## src/rtl/demux_hm.sv

```systemverilog
// demux_hm: routes one byte stream to two one-entry channels
// (A = hour side, B = minute side) by select or ping-pong pointer.
module demux_hm #(
  parameter int W = 8
) (
  input  logic         clk,
  input  logic         rst_n,
  input  logic [W-1:0] in_data,
  input  logic         in_valid,
  output logic         in_ready,
  input  logic         sel,
  input  logic         auto_en,
  output logic [W-1:0] a_data,
  output logic         a_valid,
  input  logic         a_ready,
  output logic [W-1:0] b_data,
  output logic         b_valid,
  input  logic         b_ready,
  output logic         ptr,
  output logic [7:0]   a_cnt,
  output logic [7:0]   b_cnt
);

  logic dest;
  logic a_room;
  logic b_room;
  logic acc;
  logic load_a;
  logic load_b;

  // Only the destination channel gates the producer; a stalled
  // non-destination channel never blocks input.
  always_comb begin
    dest     = auto_en ? ptr : sel;
    a_room   = !a_valid || a_ready;
    b_room   = !b_valid || b_ready;
    in_ready = dest ? b_room : a_room;
    acc      = in_valid && in_ready;
    load_a   = acc && !dest;
    load_b   = acc && dest;
  end

  // Channel A buffer: a load wins over a drain in the same cycle.
  always_ff @(posedge clk or negedge rst_n) begin
    if (!rst_n) begin
      a_data  <= '0;
      a_valid <= 1'b0;
      a_cnt   <= 8'd0;
    end else if (load_a) begin
      a_data  <= in_data;
      a_valid <= 1'b1;
      a_cnt   <= a_cnt + 8'd1;
    end else if (a_ready) begin
      a_valid <= 1'b0;
    end
  end

  // Channel B buffer: same behaviour as A.
  always_ff @(posedge clk or negedge rst_n) begin
    if (!rst_n) begin
      b_data  <= '0;
      b_valid <= 1'b0;
      b_cnt   <= 8'd0;
    end else if (load_b) begin
      b_data  <= in_data;
      b_valid <= 1'b1;
      b_cnt   <= b_cnt + 8'd1;
    end else if (b_ready) begin
      b_valid <= 1'b0;
    end
  end

  // Ping-pong pointer: toggles per accept in auto mode, parks at A
  // otherwise so each auto session starts on channel A.
  always_ff @(posedge clk or negedge rst_n) begin
    if (!rst_n) begin
      ptr <= 1'b0;
    end else if (!auto_en) begin
      ptr <= 1'b0;
    end else if (acc) begin
      ptr <= ~ptr;
    end
  end

endmodule
```

## config.mk

```make
export PLATFORM = sky130hd
export DESIGN_NAME = demux_hm
export DESIGN_NICKNAME = d
export VERILOG_FILES = /design/src/rtl/demux_hm.sv
export SDC_FILE = /design/constraint.sdc
export NUM_CORES = 1
export LEC_CHECK = 0
export ABC_AREA = 1
export BUFFER_PORTS_ARGS = -buffer_cell sky130_fd_sc_hd__buf_4
export CAP_MARGIN = 10
export CORE_MARGIN = 2
export CORE_UTILIZATION = 50
export CTS_CLUSTER_DIAMETER = 40
export DETAILED_ROUTE_END_ITERATION = 10
export PLACE_DENSITY = 0.9
export SKIP_CTS_REPAIR_TIMING = 1
export SLEW_MARGIN = 20
export SYNTH_ARGS = -nofsm -noshare
export SYNTH_HDL_FRONTEND = slang
export SYNTH_SLANG_ARGS = --single-unit
```

## constraint.sdc

```tcl
create_clock -name clk -period 1.2 [get_ports clk]
set_input_delay 0.24 -clock clk [delete_from_list [all_inputs] [get_ports clk]]
set_output_delay 0.24 -clock clk [all_outputs]
set_load 0.05 [all_outputs]
```

==> results.sh <==
export IMPL_fin_nets=305
export IMPL_clock_path_buffers=2
export IMPL_yosysTopAreaCell="dfrtp_1"
export IMPL_period_share_pct=120
export IMPL_vdd_ir_drop_max_uv=1590
export IMPL_switching_share_pct=46.0
export IMPL_fp_dieH_um=62.2
export IMPL_syn_inst=197
export IMPL_finalInstanceArea_um2=2820
export IMPL_worstSetupPathType="reg2out"
export IMPL_area_growth_pct=66.5
export IMPL_dp_slack_ns=-0.0306
export IMPL_rsz0062_at_grt="true"
export IMPL_root_buffer="clkbuf_4"
export IMPL_combPwrFrac_pct=55.0
export IMPL_clock_latency_ns=0.35
export IMPL_gp_congestion=0.806
export IMPL_synth_most_common_cell="nand2_1"
export IMPL_cts_tree="yes"
export IMPL_routed_wirelength_um=5350
export IMPL_yosysWarnings=0
export IMPL_ys_top_cells_by_area="dfrtp_1, nand2_1, inv_1, o21ai_2, o21ai_0"
export IMPL_violations="setup timing"
export IMPL_slew_headroom_pct=69.9
export IMPL_dpl_cell_area_um2=2220
export IMPL_fin_ws_ns=-0.244
export IMPL_worstSetupEndpointType="output port"
export IMPL_syn_nets=214
export IMPL_outcome="complete, but fails checks"
export IMPL_layout_cells_non_filler=335
export IMPL_rows=21
export IMPL_maxSlewViolCount=0
export IMPL_maxCapViolCount=0
export IMPL_dp_cells=292
export IMPL_ys_seq_area_share_pct=51.7
export IMPL_synth_edff_count=0
export IMPL_powerDensity_nw_per_um2=2020
export IMPL_grt_antenna_before_repair=0
export IMPL_grt_pass1_vias=1377
export IMPL_clock_skew_ns=0.00797
export IMPL_ys_async_sr_fraction_pct=100
export IMPL_track_usage_pct=20.3
export IMPL_coreArea_um2=3280
export IMPL_worst_endpoint_arrival_ns=1.20
export IMPL_worst_slew_pin_slew_ns=0.452
export IMPL_p_sw_mw=2.62
export IMPL_fmax_mhz=692
export IMPL_ys_ff_latch=35
export IMPL_fin_crit_ns=1.44
export IMPL_post_route_util_pct=85.9
export IMPL_port_buffers=50
export IMPL_htree_levels=2
export IMPL_synthTopCellsByCount="nand2_1, dfrtp_1, inv_1"
export IMPL_cp_start_kind="register"
export IMPL_num_vias=1707
export IMPL_postSynthAreaPerCell_um2=8.60
export IMPL_critPathRequiredTime_ns=0.96
export IMPL_nFillCells=164
export IMPL_yosysTopAreaCellShare_pct=51.7
export IMPL_ys_dominant_reg_cell="dfrtp_1"
export IMPL_hp_class="in2reg"
export IMPL_clk_pin_slew_ns=0.11
export IMPL_p_int_mw=3.07
export IMPL_gr_total_overflow=0
export IMPL_crit_fanout=4
export IMPL_drive_gt1_share_pct=54.7
export IMPL_initial_core_util_pct=51.6
export IMPL_holdWs_ns=0.161
export IMPL_numCtsBuffers=5
export IMPL_setup_viol=39
export IMPL_dieArea_um2=3870
export IMPL_first_pass_iters=4
export IMPL_via_per_inst=5.10
export IMPL_pwr_share_seq_pct=31.9
export IMPL_grt_pass1_wl_um=6210
export IMPL_drt_iter0_markers=76
export IMPL_cts_sinks=35
export IMPL_hold_violations=0
export IMPL_io_pins=51
export IMPL_p_clk_share_pct=13.0
export IMPL_place_hpwl_um=2610
export IMPL_p_leak_nw=1.48
export IMPL_drc=0
export IMPL_antenna_left=0
export IMPL_die_w_um=62.2
export IMPL_grt_start_max_net_pins=36
export IMPL_antennaDiodeCount=0
export IMPL_syn_area_um2=1690
export IMPL_ys_types=21
export IMPL_wl_per_cell_um=16.0
-- power by group through the flow --
| stage | registers, mW | logic, mW | clock network [mW] |
|---|---|---|---|
| 5_1_grt | 1.85 | 3.29 | 0.807 |
| 3_3_place_gp | 1.83 | 2.34 | 0 |
| 2_1_floorplan | 2.83 | 0.675 | 0 |
| 3_5_place_dp | 1.85 | 2.41 | 0 |
| 6_report | 1.82 | 3.13 | 0.741 |
| 4_1_cts | 1.83 | 2.42 | 0.731 |
-- cell type report --
class | instances | area [um^2] | share of cell area (%)
clock buffers | 8 | 68.8 | 2.44
well taps | 46 | 57.6 | 2.04
flip-flops and latches | 35 | 895 | 31.7
inverters | 28 | 108 | 3.82
multi-input cells | 129 | 812 | 28.8
repair buffers | 89 | 880 | 31.2
-- per-layer routing --
metal / GRT usage, % / up-vias / share of wire, %
met5: 0 / - / 0
met1: 24.7 / 823 / 37
met3: 5.62 / 23 / 5.0
met2: 34.5 / 69 / 54
li1: - / 792 / -
met4: 7.22 / 0 / 4.0
-- path summary, 6_finish.rpt --
| path | start | to | slack, ns | depth (start not counted) |
|---|---|---|---|---|
| hold / removal | in_data[0] | a_data[0] | 0.16 | 3 |
| min in group asynchronous | rst_n | a_cnt[0] | 0.37 | 2 |
| setup / recovery | ptr | in_ready | -0.24 | 4 |
| max in group asynchronous | rst_n | ptr | 0.48 | 2 |
| setup reg to reg | ptr | a_cnt[4] | -0.17 | 6 |
| hold reg to reg | b_data[6] | b_data[6] | 0.50 | 2 |
-- through the flow --
stage	total power [mW]	setup TNS, ns
finish	5.69	-3.60
floorplan	3.51	-0.708
detailed placement	4.27	-0.0619
global placement	4.17	-0.00194
CTS	4.98	-0.919
global route	5.95	-5.88
-- critical path, cell delays in order (launching register included) --
cell     delay (ns)
dfrtp_2        0.44
nand2_4        0.10
nand3_2        0.10
nand2_4        0.08
buf_8          0.14
-- kinds of logic after synthesis --
group | count (synthesis) | synth area share, %
simple gates | 99 | 25.9
flops | 35 | 51.7
xor+xnor | 6 | 3.10
fa+ha+maj | 2 | 1.48
compound gates | 22 | 8.49
buf+inv | 33 | 9.31
-- registers in the layout, summed over array words and instances, names as in the netlist --
register and cells:
a_cnt 8, a_data 8, b_cnt 8, b_data 8, a_valid 1, b_valid 1
ptr 1
-- cells in the final DEF, fill, tap and decap left out, types with 2 or more instances in the layout --
cell type / count
nand3_1: 7
nand2_1: 52
o21ai_2: 14
dfrtp_1: 20
o21ai_1: 4
buf_4: 52
buf_12: 2
nand3_2: 3
dfrtp_2: 15
o21ai_0: 4
nor3_4: 2
inv_2: 2
clkbuf_4: 5
ha_4: 2
nor2_1: 9
nand2_4: 6
xor2_1: 4
nand2_2: 10
inv_1: 25
nor2_2: 6
clkbuf_16: 4
buf_8: 2
xnor2_1: 2
buf_6: 27
clkbuf_8: 2
(Power assumes the default switching activity.)
